==> config.mk <==
export PLATFORM = sky130hd
export DESIGN_NAME = iter_control
export DESIGN_NICKNAME = d
export VERILOG_FILES = /design/src/rtl/iter_control_pkg.sv /design/src/rtl/iter_control.sv
export SDC_FILE = /design/constraint.sdc
export NUM_CORES = 1
export LEC_CHECK = 0
export CAP_MARGIN = 20
export CORE_MARGIN = 2
export CORE_UTILIZATION = 56
export CTS_BUF_LIST = sky130_fd_sc_hd__clkbuf_4 sky130_fd_sc_hd__clkbuf_8
export DETAILED_ROUTE_END_ITERATION = 8
export DONT_BUFFER_PORTS = 1
export HOLD_SLACK_MARGIN = 0.08
export PLACE_DENSITY = 0.74
export SKIP_LAST_GASP = 1
export SYNTH_ARGS = -nofsm -noshare
export SYNTH_HDL_FRONTEND = slang
export SYNTH_SLANG_ARGS = --single-unit
==> constraint.sdc <==
create_clock -name clk -period 1.7 [get_ports clk]
set_clock_uncertainty 0.05 [all_clocks]
set_input_delay 0.34 -clock clk [delete_from_list [all_inputs] [get_ports clk]]
set_output_delay 0.34 -clock clk [all_outputs]
set_load 0.005 [all_outputs]
==> src/rtl/iter_control_pkg.sv <==
// Shared definitions for the Bellman-Ford iteration controller: FSM encoding
// and the default sizing / iteration-limit constants.
package iter_control_pkg;

  localparam int NUM_NODES_DEFAULT = 256;
  localparam int ITER_LIMIT        = 1500;

  typedef enum logic [2:0] {
    S_IDLE   = 3'd0,
    S_LOAD   = 3'd1,
    S_RUN    = 3'd2,
    S_WAIT   = 3'd3,
    S_DECIDE = 3'd4,
    S_DONE   = 3'd5
  } state_t;

endpackage

==> src/rtl/iter_control.sv <==
// Sweep/iteration sequencer for the Bellman-Ford array. Define ITER_EARLY_EXIT_EN
// to stop on a clean (no-update) sweep; otherwise only the counter's finish ends a run.
module iter_control
  import iter_control_pkg::*;
#(
  parameter int NUM_NODES = NUM_NODES_DEFAULT,
  parameter int NODE_W    = 8
) (
  input  logic              clk,
  input  logic              rst_global,
  input  logic              start,
  input  logic              rollover_phase_counter,
  input  logic              finish,
  input  logic              update_valid,
  output logic              read_enable_global,
  output logic              iteration_done,
  output logic [NODE_W-1:0] node_index,
  output logic              busy,
  output logic              done,
  output logic              converged,
  output logic              timeout,
  output logic [2:0]        fsm_state
);

  localparam logic [NODE_W-1:0] LAST_NODE = NODE_W'(NUM_NODES - 1);

  state_t            state;
  state_t            state_next;
  logic              dirty;
  logic              dirty_next;
  logic [NODE_W-1:0] node_next;
  logic              converged_next;
  logic              timeout_next;

  assign fsm_state = state;

  always_ff @(posedge clk) begin
    if (rst_global) begin
      state <= S_IDLE;
    end else begin
      state <= state_next;
    end
  end

  // Handshake: start and rollover_phase_counter are single-cycle pulses with no
  // back-pressure; each is acted on only in the states that expect it.
  always_comb begin
    state_next     = state;
    node_next      = node_index;
    dirty_next     = dirty;
    converged_next = converged;
    timeout_next   = timeout;
    case (state)
      S_IDLE, S_DONE: begin
        if (start) begin
          state_next     = S_LOAD;
          node_next      = '0;
          dirty_next     = 1'b0;
          converged_next = 1'b0;
          timeout_next   = 1'b0;
        end
      end
      S_LOAD: state_next = S_RUN;
      S_RUN: begin
        // An update on the closing rollover still belongs to this sweep.
        if (update_valid) dirty_next = 1'b1;
        if (rollover_phase_counter) begin
          if (node_index == LAST_NODE) begin
            node_next  = '0;
            state_next = S_WAIT;
          end else begin
            node_next = node_index + 1'b1;
          end
        end
      end
      S_WAIT: state_next = S_DECIDE;
      S_DECIDE: begin
`ifdef ITER_EARLY_EXIT_EN
        if (!dirty) begin
          state_next     = S_DONE;
          converged_next = 1'b1;
        end else if (finish) begin
          state_next   = S_DONE;
          timeout_next = 1'b1;
        end else begin
          state_next = S_LOAD;
          dirty_next = 1'b0;
        end
`else
        if (finish) begin
          state_next   = S_DONE;
          timeout_next = 1'b1;
        end else begin
          state_next = S_LOAD;
          dirty_next = 1'b0;
        end
`endif
      end
      default: state_next = S_IDLE;
    endcase
  end

  // Status outputs are registered from the next state so they align with state.
  always_ff @(posedge clk) begin
    if (rst_global) begin
      node_index         <= '0;
      dirty              <= 1'b0;
      converged          <= 1'b0;
      timeout            <= 1'b0;
      read_enable_global <= 1'b0;
      iteration_done     <= 1'b0;
      busy               <= 1'b0;
      done               <= 1'b0;
    end else begin
      node_index         <= node_next;
      dirty              <= dirty_next;
      converged          <= converged_next;
      timeout            <= timeout_next;
      read_enable_global <= (state_next == S_LOAD);
      iteration_done     <= (state_next == S_WAIT);
      busy               <= (state_next == S_LOAD) || (state_next == S_RUN) ||
                            (state_next == S_WAIT) || (state_next == S_DECIDE);
      done               <= (state_next == S_DONE);
    end
  end

endmodule

==> qor_table.md <==
| Stage | Metric | Value |
|:---|:---|:---|
| outcome | Status | completed |
| clock tree | Clock-pin slew on the worst setup and hold paths | 90 ps |
| placed design | Half-perimeter wire length after detailed placement | 1.18 mm |
| power | Power density over the cells | 838 nW/µm² |
| global routing | Overall fraction of global-route tracks in use | 0.208 |
| power | Maximum ir drop on the vdd rail | 0.517 mV |
| synth | Primary flip-flop cell chosen by synthesis mapping | sky130_fd_sc_hd__dfxtp_1 |
| synth | Portion of the post-synthesis area used by sequential elements | 0.396 |
| critical path | Critical path start-end classification | reg2reg |
| job | Number of max-cap violations | 0 |
| timing | Number of pins exceeding their max-slew limit in the final report | 0 |
| layout | Fraction of final layout cells with drive strength greater than 1 | 0.147 |
| layout | Most frequent standard cell in the layout excluding fill and tap cells | sky130_fd_sc_hd__dfxtp_1 |
| critical path | Highest fanout seen on the critical path | 12 |
| synth | Post-synth cell types | 42 |
| power | Power Total | 0.000763 W |
| timing | Final hold slack | 122 ps |
| drt | DRT Wirelength | 1.64 mm |
| synth | Netlist Area Pre-Place | 810 µm² |
| drt | DR vias/cell | 6.01 |
| floorplanning | Die outline area | 1770 µm² |
| timing | Setup repair after global routing missed its margin | no |
| drt | Antenna Nets Post-Route | 0 |
| timing | Setup violation total in the final timing report | 0 |
| synth | Cell count after synthesis | 95 |
| layout | Layout overhead on the synthesized area | 12.5% |
| clock tree | TritonCTS Sinks | 16 |
| synth | Async S/R FF share, synth | 0 |
| worst hold path | Hold/Removal Path Class | in2reg |
| layout | Net count, final | 110 |
| floorplanning | Width of the chip | 42.0 µm |
| placed design | Worst setup timing slack at the placement stage | 30.2 ps |
| worst hold path | Hold Crit Depth | 1 |
| synth | Post-Synthesis Net Count | 102 |
| critical path | FF-to-FF path depth | 4 |
| layout | Number of filler cells placed in the layout | 98 |
| layout | Post-route cell area | 911 µm² |
| synth | Fraction of post-synthesis cell area in the top cell type by area | 0.396 |
| clock tree | Clock tree from TritonCTS | built |
| clock tree | Clock buffers created by TritonCTS | 3 |
| power | Reported leakage power | 0.334 nW |
| global routing | First-pass GRT wire length | 2.81 mm |
| placed design | Placed cell area | 853 µm² |
| placed design | Routability congestion estimate from global placement | 0.810 |
| clock tree | Max Buffers Root-to-Sink | 2 |
| drt | Initial detailed-routing violation count | 16 |
| global routing | Initial antenna violation count | 0 |
| global routing | Vias in the first global route | 651 |
| floorplanning | Die boundary height | 42.0 µm |
| floorplanning | Row cnt | 13 |
| critical path | Type of element capturing the critical path | register |
| layout | Total area of multi-input combinational cells | 445 µm² |
| timing | PnR worst setup slack | 85.5 ps |
| timing | Fin. Hold Viols | 0 |
| clock tree | Clk_lat worst skew | 290 ps |
| clock tree | Setup Buffers After CTS | 0 |
| clock tree | Clock root buffer | sky130_fd_sc_hd__clkbuf_4 |
| drt | Per-cell routed wire length | 14.0 µm |
| floorplanning | Effective utilization at floorplan | 0.607 |
| global routing | Pin count of the biggest net entering global routing | 13 |
| drt | Via count | 703 |
| synth | Synth Register Bits | 16 |
| layout | Commonest non-fill, non-tap cells in the layout | sky130_fd_sc_hd__dfxtp_1, sky130_fd_sc_hd__a21oi_1, sky130_fd_sc_hd__buf_4 |
| drt | First-pass iteration count of the detailed router | 4 |
| drt | Post-route DRC | 0 |
| synth | Ranking of synthesized cells by area | sky130_fd_sc_hd__dfxtp_1, sky130_fd_sc_hd__a21oi_1, sky130_fd_sc_hd__mux2i_1, sky130_fd_sc_hd__or3_1, sky130_fd_sc_hd__nor2_1 |
| floorplanning | Core outline area | 1330 µm² |
| layout | Ant diodes | 0 |
| synth | Number of warnings issued by yosys | 0 |
| placed design | Port buffer count | 0 |
| critical path | Required time at the worst-slack endpoint | 1860 ps |
| global routing | Residual overflow from global routing | 0 |
| layout | Sequential cell area | 322 µm² |
| timing | Final worst-path cycle share | 0.950 |
| synth | Count of flip-flops with a built-in enable after synthesis | 0 |
| timing | Final critical path time including I/O delays and setup | 1610 ps |
| synth | Area leader, netlist | sky130_fd_sc_hd__dfxtp_1 |
| clock tree | Number of H-tree branching levels | 1 |
| critical path | CP arrival | 1770 ps |
| timing | Achievable Freq | 619 MHz |
| timing | Setup_tns | 0 ps |
| floorplanning | Io pins | 23 |
| synth | Average size of a mapped cell | 8.52 µm² |
| critical path | Kind of launch point of the worst setup path | register |
timing repair:
action                                  CTS  global route
endpoints found under the setup margin    0             7
hold endpoints to repair                  9             0
hold buffers                              1             0
resized for setup                         0             3
through the flow:
stage                     cells   util
after CTS                   117  0.674
after global routing        117  0.683
after global placement      112  0.640
final                       117  0.683
after detailed placement    112  0.640
after floorplan              95      -
synth_stat cells (2+ instances only):
library cell / n
sky130_fd_sc_hd__o21ai_1: 3
sky130_fd_sc_hd__nor4_1: 3
sky130_fd_sc_hd__or3b_1: 2
sky130_fd_sc_hd__clkbuf_1: 2
sky130_fd_sc_hd__a21oi_1: 8
sky130_fd_sc_hd__nor2_1: 7
sky130_fd_sc_hd__nor3_1: 2
sky130_fd_sc_hd__nand4_1: 2
sky130_fd_sc_hd__inv_1: 5
sky130_fd_sc_hd__or3_1: 5
sky130_fd_sc_hd__nand2_1: 6
sky130_fd_sc_hd__mux2i_1: 4
sky130_fd_sc_hd__nand3_1: 2
sky130_fd_sc_hd__dfxtp_1: 16
worst max-delay path: stages (launching register included):
cell and delay [ps]:
sky130_fd_sc_hd__dfxtp_2 360, sky130_fd_sc_hd__mux2i_1 140, sky130_fd_sc_hd__o31a_2 390, sky130_fd_sc_hd__or3_1 360, sky130_fd_sc_hd__a211oi_1 230
layer usage:
metal  global-route usage  wire [µm]
met3               0.0733        113
met5                    0          0
met4                0.113         36
met2                0.319        725
met1                0.255        763
path summary, 6_finish.rpt:
check	start	to	slack, ps
min reg2reg	timeout$_SDFFE_PP0P_	timeout$_SDFFE_PP0P_	480
max reg2reg	fsm_state[1]$_SDFF_PP0_	node_index[7]$_SDFFE_PP0P_	90
max	fsm_state[1]$_SDFF_PP0_	node_index[7]$_SDFFE_PP0P_	90
min	rst_global	busy$_SDFF_PP0_	120
report_power, final:
group / switching (W) / total (W) / leakage, nW / internal, W
Sequential: 0.0000114 / 0.000398 / 0.130 / 0.000387
Clock: 0.000124 / 0.000254 / 0.0210 / 0.000131
Combinational: 0.0000607 / 0.000111 / 0.183 / 0.0000499
Total: 0.000196 / 0.000763 / 0.334 / 0.000567
registers in the layout (all words and copies together) (netlist names):
name,flops
timeout,1
iteration_done,1
node_index,8
read_enable_global,1
busy,1
fsm_state,3
done,1
cell type report:
type                    instances  share of cell area
flip-flops and latches         16               0.353
repair buffers                  9              0.0769
well taps                      15              0.0206
inverters                       5              0.0206
clock buffers                   4              0.0398
multi-input cells              68               0.489
cells by family after synthesis:
| kind of cell | count (synthesis) | share of synthesized area |
|---|---|---|
| AND/OR/NAND/NOR | 37 | 0.267 |
| AO/OA/AOI/OAI | 23 | 0.179 |
| flip-flops | 16 | 0.396 |
| XOR/XNOR | 2 | 0.0216 |
| adder cells (fa/ha/maj) | 1 | 0.0155 |
| buffers and inverters | 11 | 0.0665 |
| other | 1 | 0.00463 |
| multiplexers | 4 | 0.0495 |
Power figures use the tool's default switching activity.
==> RTL edit: new RTL, same settings <==
`NODE_W`: 8 -> 10.
--- a/src/rtl/iter_control.sv
+++ b/src/rtl/iter_control.sv
@@ -4,7 +4,7 @@
   import iter_control_pkg::*;
 #(
   parameter int NUM_NODES = NUM_NODES_DEFAULT,
-  parameter int NODE_W    = 8
+  parameter int NODE_W    = 10
 ) (
   input  logic              clk,
   input  logic              rst_global,
Interface: changed (resized node_index); port bits go from 23 to 25. No check against the original RTL was run, so the function may have changed too.
==> RTL edit against the original RTL <==
- sequential cell count up 2
- total power grew 14%
- sequential share of layout area is 1.1 points lower
- routed wire length grew 24%
- count of clock-buffer cells in the layout stayed put
- sequential power is 13% higher
- cell area increased by 17%
- non-clock buffer count grew 6
- worst setup slack worse by 0.0013 ns
- area after synthesis increased by 11%
- worst hold slack better by 0.094 ns
- critical path type unchanged
- largest power group unchanged
==> RTL edit: results (changes against the original RTL) <==
worst_setup_path:
  critPathMaxFanout: 19  # was 12
  arrival_ns: 1.79  # was 1.77 ns
  critPathSlowestCell: "or4_1"  # was o31a_2
  cpLargestDelayFamily: "simple AND/OR/NAND/NOR gates"  # was compound AO/OA/AOI/OAI gates
  crit_path_max_incr_delay_ns: 0.51  # was 0.39 ns
yosys:
  synth.yosys.seq_area_share_pct: 40.28  # was 39.57%
  ys_top_cells_by_area: "dfxtp_1 (40%), a21oi_1 (7.3%), o31ai_1 (4.2%)"  # was dfxtp_1 (40%), a21oi_1 (4.9%), mux2i_1 (4.9%)
  yosys-top-cells-count: "dfxtp_1 (18), a21oi_1 (13), nand2_1 (6)"  # was dfxtp_1 (16), a21oi_1 (8), nor2_1 (7), nand2_1 (6)
  synth_top_area_share_pct: 40.28  # was 39.57%
  synth_nets: 108  # was 102
  synth_cell_types: 36  # was 42
global_routing:
  grt_pass1_wl_um: 3187  # was 2808 um
  met1_usage_pct: 26.48  # was 25.54%
  grt_use_met3_pct: 5.833  # was 7.328%
  grt_use_total_pct: 21.64  # was 20.83%
  met2_usage_pct: 36.76  # was 31.87%
  grt_max_degree: 20  # was 13
  grt_pass1_vias: 804  # was 651
placement:
  pre_cts_slack_ns: 0.03610  # was 0.03021 ns
  dp_hpwl_um: 1440  # was 1178 um
  gp_congestion: 0.7546  # was 0.8098
status:
  status: "complete, no violations"  # unchanged
final_layout:
  n_fill_cell: 119  # was 98
  drive_above_1_share_pct: 23.48  # was 14.71%
  largest_reg_flops: 10  # was 8
  regMostFlops: "node_index"  # unchanged
  layout.nets: 123  # was 110
detailed_routing:
  dr.first_iter.drc_count: 19  # was 16
  dr_wl_met2_um: 959  # was 725 um
  drt-total-wl_um: 2030  # was 1639 um
  detail_route.vias_per_cell: 6.344  # was 6.009
  antenna_left: 0  # unchanged
  wl_met3_um: 142  # was 113 um
  top_layer: "met3"  # was met4
  wl_met1_um: 928  # was 763 um
power_and_ir_drop:
  p_leak_nw: 0.3702  # was 0.3341 nW
  ir_drop_mv: 0.4986  # was 0.5171 mV
cts:
  clkTransAtPathRegs_ns: 0.11  # was 0.09 ns
  clockRootBuffer: "clkbuf_4"  # unchanged
RTL edit: what timing repair did:
item | in CTS | in global routing
hold endpoints to repair | 6 | 0
setup endpoints to repair | 0 | 7
gates resized for setup | 0 | 5
hold buffers | 1 | 0
RTL edit: power breakdown:
group	internal, mW	switching (mW)
clock network	0.130	0.131
logic	0.0779	0.0790
registers	0.438	0.0130
total	0.646	0.223
RTL edit: through the flow:
stage | area [um2] | std cells | util [%] | hold slack, ns
2_1_floorplan | 894.6 | 101 | - | 0.3591
3_3_place_gp | 998.5 | 126 | 66.28 | 0.3603
3_5_place_dp | 998.5 | 126 | 66.28 | 0.3617
4_1_cts | 1045 | 131 | 69.35 | 0.2089
5_1_grt | 1066 | 131 | 70.76 | 0.2384
6_report | 1066 | 131 | 70.76 | 0.2160
RTL edit: cells by family after synthesis:
family,after synthesis,synth area share (%)
compound gates,32,23.08
xor+xnor,2,1.958
fa+ha+maj,1,1.398
buf+inv,7,4.615
flops,18,40.28
mux,2,2.797
other cells,1,0.4192
simple gates,38,25.46
RTL edit: final cells by class:
class	count	area, um2	share of cell area, %
well taps	16	20.02	1.878
repair buffers	15	127.6	11.97
multi-input cells	76	510.5	47.89
flip-flops and latches	18	364.1	34.15
clock buffers	4	36.28	3.404
inverters	2	7.507	0.7042
RTL edit: worst register-to-register path, stage by stage (launching register included):
cell	delay, ns
dfxtp_4	0.38
nand2b_4	0.14
a2bb2oi_2	0.17
buf_12	0.15
or4_1	0.52
a21oi_2	0.16
RTL edit: final timing paths:
check | endpoint | startpoint | cells after the start | slack [ns]
max | node_index[5] | fsm_state[1] | 5 | 0.08
min | busy | finish | 3 | 0.22
max reg2reg | node_index[5] | fsm_state[1] | 5 | 0.08
min reg2reg | timeout | timeout | 2 | 0.47
